--- src/rtl/uint16_stack_ctrl.sv ---
// uint16_stack_ctrl: LIFO push/pop controller in front of a 32-word UInt16 RAM,
// owning the stack pointer and returning one registered response per command.
module uint16_stack_ctrl #(
    parameter int DEPTH = 32
) (
    input  logic        clk,
    input  logic        rst_n,
    input  logic        cmd_valid_i,
    output logic        cmd_ready_o,
    input  logic        cmd_op_i,
    input  logic [15:0] cmd_data_i,
    input  logic        clear_i,
    output logic        rsp_valid_o,
    input  logic        rsp_ready_i,
    output logic [15:0] rsp_data_o,
    output logic        rsp_error_o,
    output logic [5:0]  count_o,
    output logic        full_o,
    output logic        empty_o,
    output logic [15:0] ram_address_o,
    output logic        ram_read_o,
    output logic        ram_write_o,
    output logic [15:0] ram_input_data_o,
    input  logic [15:0] ram_output_data_i
);
    localparam logic [1:0] IDLE = 2'd0, ISSUE = 2'd1, WAIT = 2'd2, RESP = 2'd3;

    logic [1:0]  state_q, state_d;
    logic        op_q, op_d;
    logic [5:0]  count_q, count_d;
    logic        rsp_valid_q, rsp_valid_d;
    logic [15:0] rsp_data_q, rsp_data_d;
    logic        rsp_error_q, rsp_error_d;
    logic        ram_read_q, ram_read_d;
    logic        ram_write_q, ram_write_d;
    logic [4:0]  addr_q, addr_d;
    logic [15:0] wdata_q, wdata_d;
    logic        accept, reject;

    assign cmd_ready_o      = (state_q == IDLE) && !clear_i;
    assign full_o           = count_q == 6'(DEPTH);
    assign empty_o          = count_q == 6'd0;
    assign count_o          = count_q;
    assign rsp_valid_o      = rsp_valid_q;
    assign rsp_data_o       = rsp_data_q;
    assign rsp_error_o      = rsp_error_q;
    assign ram_read_o       = ram_read_q;
    assign ram_write_o      = ram_write_q;
    assign ram_address_o    = {11'd0, addr_q};
    assign ram_input_data_o = wdata_q;
    assign accept           = cmd_valid_i && cmd_ready_o;
    assign reject           = cmd_op_i ? empty_o : full_o;

    always_comb begin
        state_d     = state_q;
        op_d        = op_q;
        count_d     = count_q;
        rsp_valid_d = rsp_valid_q;
        rsp_data_d  = rsp_data_q;
        rsp_error_d = rsp_error_q;
        ram_read_d  = 1'b0;
        ram_write_d = 1'b0;
        addr_d      = addr_q;
        wdata_d     = wdata_q;
        case (state_q)
            IDLE: begin
                if (clear_i) begin
                    count_d = '0;
                end else if (accept && reject) begin
                    rsp_valid_d = 1'b1;
                    rsp_error_d = 1'b1;
                    rsp_data_d  = '0;
                    state_d     = RESP;
                end else if (accept) begin
                    // count is committed now; the RAM access follows in ISSUE
                    op_d        = cmd_op_i;
                    state_d     = ISSUE;
                    ram_read_d  = cmd_op_i;
                    ram_write_d = !cmd_op_i;
                    addr_d      = cmd_op_i ? count_q[4:0] - 5'd1 : count_q[4:0];
                    wdata_d     = cmd_op_i ? wdata_q : cmd_data_i;
                    count_d     = cmd_op_i ? count_q - 6'd1 : count_q + 6'd1;
                end
            end
            ISSUE: begin
                state_d     = op_q ? WAIT : RESP;
                rsp_valid_d = !op_q;
                rsp_error_d = 1'b0;
                rsp_data_d  = '0;
            end
            WAIT: begin
                rsp_valid_d = 1'b1;
                rsp_error_d = 1'b0;
                rsp_data_d  = ram_output_data_i;
                state_d     = RESP;
            end
            default: begin
                if (rsp_ready_i) begin
                    rsp_valid_d = 1'b0;
                    state_d     = IDLE;
                end
            end
        endcase
    end

    always_ff @(posedge clk or negedge rst_n) begin
        if (!rst_n) begin
            state_q     <= IDLE;
            op_q        <= 1'b0;
            count_q     <= '0;
            rsp_valid_q <= 1'b0;
            rsp_data_q  <= '0;
            rsp_error_q <= 1'b0;
            ram_read_q  <= 1'b0;
            ram_write_q <= 1'b0;
            addr_q      <= '0;
            wdata_q     <= '0;
        end else begin
            state_q     <= state_d;
            op_q        <= op_d;
            count_q     <= count_d;
            rsp_valid_q <= rsp_valid_d;
            rsp_data_q  <= rsp_data_d;
            rsp_error_q <= rsp_error_d;
            ram_read_q  <= ram_read_d;
            ram_write_q <= ram_write_d;
            addr_q      <= addr_d;
            wdata_q     <= wdata_d;
        end
    end
endmodule
--- config.mk ---
export PLATFORM = sky130hd
export DESIGN_NAME = uint16_stack_ctrl
export DESIGN_NICKNAME = d
export VERILOG_FILES = /design/src/rtl/uint16_stack_ctrl.sv
export SDC_FILE = /design/constraint.sdc
export NUM_CORES = 1
export LEC_CHECK = 0
export BUFFER_PORTS_ARGS = -buffer_cell sky130_fd_sc_hd__buf_2
export CORE_AREA = 2 2 97 99
export CTS_CLUSTER_DIAMETER = 200
export DETAILED_ROUTE_END_ITERATION = 6
export DIE_AREA = 0 0 99 101
export PLACE_DENSITY = 0.62
export SYNTH_ARGS = -nofsm -noshare
export SYNTH_HDL_FRONTEND = slang
export SYNTH_SLANG_ARGS = --single-unit
export TNS_END_PERCENT = 50
--- constraint.sdc ---
create_clock -name clk -period 1.95 [get_ports clk]
set_input_delay 0.2925 -clock clk [delete_from_list [all_inputs] [get_ports clk]]
set_output_delay 0.2925 -clock clk [all_outputs]
set_load 0.05 [all_outputs]
==> results.txt <==
----------------------------------------------------
[Floorplan]
  Die outline area ... about 0.010 mm2
  Site row count ... 35
  Initial core utilization ... ~29%
  Die span in x ... roughly 100 um
  Top Ports ... 99
  Vertical die dimension ... 101 um
  CORE AREA ... about 0.009 mm2

[Detailed routing]
  Final WL ... around 5800 um
  Via count normalized by instance count ... 4.35
  Number of nets with antenna violations after detailed routing ... 0
  Number of design-rule violations left by the first detailed-router iteration ... 39
  Vias post-DR ... 1959
  Total iterations of the first detailed-routing run ... 4
  DRC violations left ... 0
  Per-cell routed wire length ... between 10 and 15 um

[Final layout]
  Area Growth Syn to Fin ... 32.8%
  NumNets Final ... between 300 and 400
  Fin area ... between 0.003 and 0.004 mm2
  Diodes inserted ... 0
  Post-route core utilization ... about two fifths
  Top library cells by usage in the layout, fill and taps aside ... sky130_fd_sc_hd__buf_2, sky130_fd_sc_hd__dfrtp_1, sky130_fd_sc_hd__buf_4, sky130_fd_sc_hd__inv_1, sky130_fd_sc_hd__nand2_1
  Fraction of layout cells with a size suffix above 1 ... 46.3%
  Most common cell after layout, fill and taps aside ... sky130_fd_sc_hd__buf_2
  Final standard cell count with taps included and fillers excluded ... 450

[Global routing]
  Wire length of the first global-routing pass ... 9270 um
  Overflow left after global routing ... 0
  Overall track demand over capacity in global routing ... approximately 12%
  Pin count of the biggest net entering global routing ... 27
  Antenna violations before repair ... 0
  Vias in the first global route ... 1878

[Power]
  Cell internal pwr ... 0.00336 W
  Proportion of power drawn by flip-flops and latches ... roughly a quarter
  Combinational cell fraction of total power ... about 65%
  LEAKAGE ... about 1.8 nW
  VDD IR max ... between 0.8 and 0.9 mV
  Cell Pwr Density ... between 1500 and 2000 mW/mm2
  Net switching power of the design ... roughly 0.0036 W
  Clk pwr share ... under 10%
  Sw frac ... approximately half

[STA]
  Part of the cycle the worst path needs ... 98.1%
  Setup clock skew after layout ... between 0.007 and 0.008 ns
  Worst slew margin ... ~56%
  Time the final worst path needs with I/O delays and setup ... around 1.9 ns
  Max-slew violation total from the final report ... 0
  Total setup violations reported at the end of the flow ... 0
  Highest Clock Rate ... 0.523 GHz
  Worst Max-Slew Pin Slew ... around 0.67 ns
  Final Hold Vio Count ... 0
  Unrepaired setup endpoints after global routing ... true

[Logic synthesis]
  Mapped Area ... ~0.0026 mm2
  Async set-reset flop share out of synthesis ... between 90% and 100%
  Number of enable flip-flop cells after synthesis ... 0
  Mapped Avg Cell Area ... 11.3 um2
  Share of synthesized area occupied by flip-flops and latches ... approximately half
  Number of warnings issued by yosys ... 0
  Most common flop cell mapped by yosys ... sky130_fd_sc_hd__dfrtp_1
  Synthesized netlist cell count ... 230
  Flip-flop and latch count after synthesis ... 50
  Distinct cell type count after synthesis ... 41

[Outcome]
  Outcome ... complete, no violations

[Worst setup path]
  Arrival time at the worst endpoint ... around 2.1 ns
  CP startpoint kind ... flip-flop
  Standard cell with the maximum stage delay on the critical path ... sky130_fd_sc_hd__dfrtp_2
  Required time of the critical path ... between 2 and 2.5 ns
  Worst setup EP type ... flip-flop
  Worst Path Max Fanout ... 8
  Critical setup path kind ... flip-flop to flip-flop
  Max incr delay on CP ... 0.42 ns
  Ordered cell list for the critical path ... inv_2 > ha_4 > nor4b_4 > buf_4 > nand4b_4 > a21oi_4 > clkbuf_16 > mux2i_1

[Min path]
  Path type of the worst min-delay path ... primary input to asynchronous set/reset pin

[Clock tree]
  CTS HTree Levels ... 2
  Bufs on Longest Clock Path ... 2
  Clock sinks ... 50
  Worst-Skew Late Latency ... between 0.3 and 0.4 ns
  Buffer cell driving the clock tree root ... sky130_fd_sc_hd__clkbuf_8
  Inserted Clock Buffers ... 5
  Clock edge transition at the registers on the reported setup and hold paths ... 0.10 ns
  CTS tree ... built

[Placed design]
  Routability congestion estimate ... 0.784
  Input/output buffers ... 87
  DP Cell Count ... approximately 440
  Area post-placement ... roughly 0.0032 mm2
  Final HPWL from detailed placement ... around 4200 um

[Run]
  Maximum capacitance violations ... 0

----------------------------------------------------
-- kinds of logic after synthesis --
group / count (synthesis) / share of synthesized area [%]
simple gates: 52 / 11.0
flops: 50 / 48.0
buf+inv: 43 / 8.84
mux: 38 / 16.8
compound gates: 28 / 7.30
fa+ha+maj: 11 / 5.57
xor+xnor: 7 / 2.35
other cells: 1 / 0.144
-- critical path, delay by kind of cell (launching register included) --
kind / cells / cell delay [ns]
AOI/OAI and AO/OA: 1 / 0.27
adders and majority gates: 1 / 0.12
buffers and inverters: 3 / 0.49
DFF: 1 / 0.42
muxes: 1 / 0.20
and+or+nand+nor: 2 / 0.34
-- registers in the layout, summed over array words and instances (netlist names) --
signal	count
ram_input_data_o	16
rsp_data_o	16
count_o	6
addr_q	5
state_q	2
op_q	1
ram_read_o	1
ram_write_o	1
rsp_error_o	1
rsp_valid_o	1
-- layer usage --
metal  GRT usage (%)  up-vias  wire, um
li1                -      965         -
met1            15.4      929      2610
met2            18.4       61      2850
met3            3.05        4       284
met4            3.58        0        40
met5               0        -         0
-- through the flow --
step                setup slack (ns)  TNS [ns]  power (W)  hold WS, ns
floorplan                     -0.283     -6.40    0.00502     -0.00309
global placement             -0.0185   -0.0185    0.00598        0.360
detailed placement           -0.0507    -0.400    0.00605        0.370
CTS                           0.0244         0    0.00679       0.0243
global route                  -0.108     -1.50    0.00739       0.0432
finish                        0.0370         0    0.00691      0.00182
-- power by group through the flow --
stage                     clock (W)  sequential, W  combinational, W
after floorplan                   0        0.00331           0.00171
after global placement            0        0.00178           0.00420
after detailed placement          0        0.00179           0.00427
after CTS                  0.000679        0.00177           0.00434
after global routing       0.000721        0.00183           0.00484
final                      0.000643        0.00177           0.00450
-- cell usage after synthesis, drive strengths merged, types with 2 or more instances --
cell / instances / area share (%)
xor2: 2 / 0.67
and2: 3 / 0.72
nor2b: 2 / 0.77
mux2: 22 / 11
clkbuf: 4 / 0.58
a211oi: 3 / 0.86
nor3: 3 / 0.58
nand2: 20 / 2.9
nor2: 13 / 1.9
xnor2: 5 / 1.7
inv: 23 / 3.3
o211ai: 2 / 0.58
nand2b: 3 / 0.72
mux2i: 16 / 6.1
buf: 16 / 4.9
ha: 10 / 4.8
a21o: 2 / 0.58
nor4b: 3 / 1.6
o21ai: 4 / 0.77
a21oi: 12 / 2.9
dfrtp: 50 / 48
-- cell type report --
cell class / instances / area, um2
timing repair buffer: 111 / 676
fill: 880 / 5520
inverter: 23 / 86.3
clock buffer: 5 / 68.8
tap: 111 / 139
clock inverter: 3 / 25.0
sequential: 50 / 1250
multi-input combinational: 147 / 1210
-- what timing repair did --
action	4_1_cts	5_1_grt
buffers inserted	4	2
endpoints found under the setup margin	18	21
resized for setup	2	8
pin swaps	0	3
hold endpoints to repair	0	0
hold buffers	0	0
cloned	0	1
-- path summary, 6_finish.rpt --
kind / start / end / slack, ns / depth (start not counted)
max in group asynchronous: rst_n / ram_input_data_o[13]$_DFFE_PN0P_ / 1.39 / 2
min in group clk: cmd_data_i[11] / ram_input_data_o[11]$_DFFE_PN0P_ / 0.21 / 2
hold reg to reg: rsp_error_o$_DFFE_PN0P_ / rsp_error_o$_DFFE_PN0P_ / 0.49 / 1
setup / recovery: count_o[1]$_DFFE_PN0P_ / rsp_data_o[15]$_DFFE_PN0P_ / 0.04 / 8
hold / removal: rst_n / count_o[4]$_DFFE_PN0P_ / 0.002 / 1
setup reg to reg: count_o[1]$_DFFE_PN0P_ / rsp_data_o[15]$_DFFE_PN0P_ / 0.04 / 8
Power figures use the tool's default switching activity.
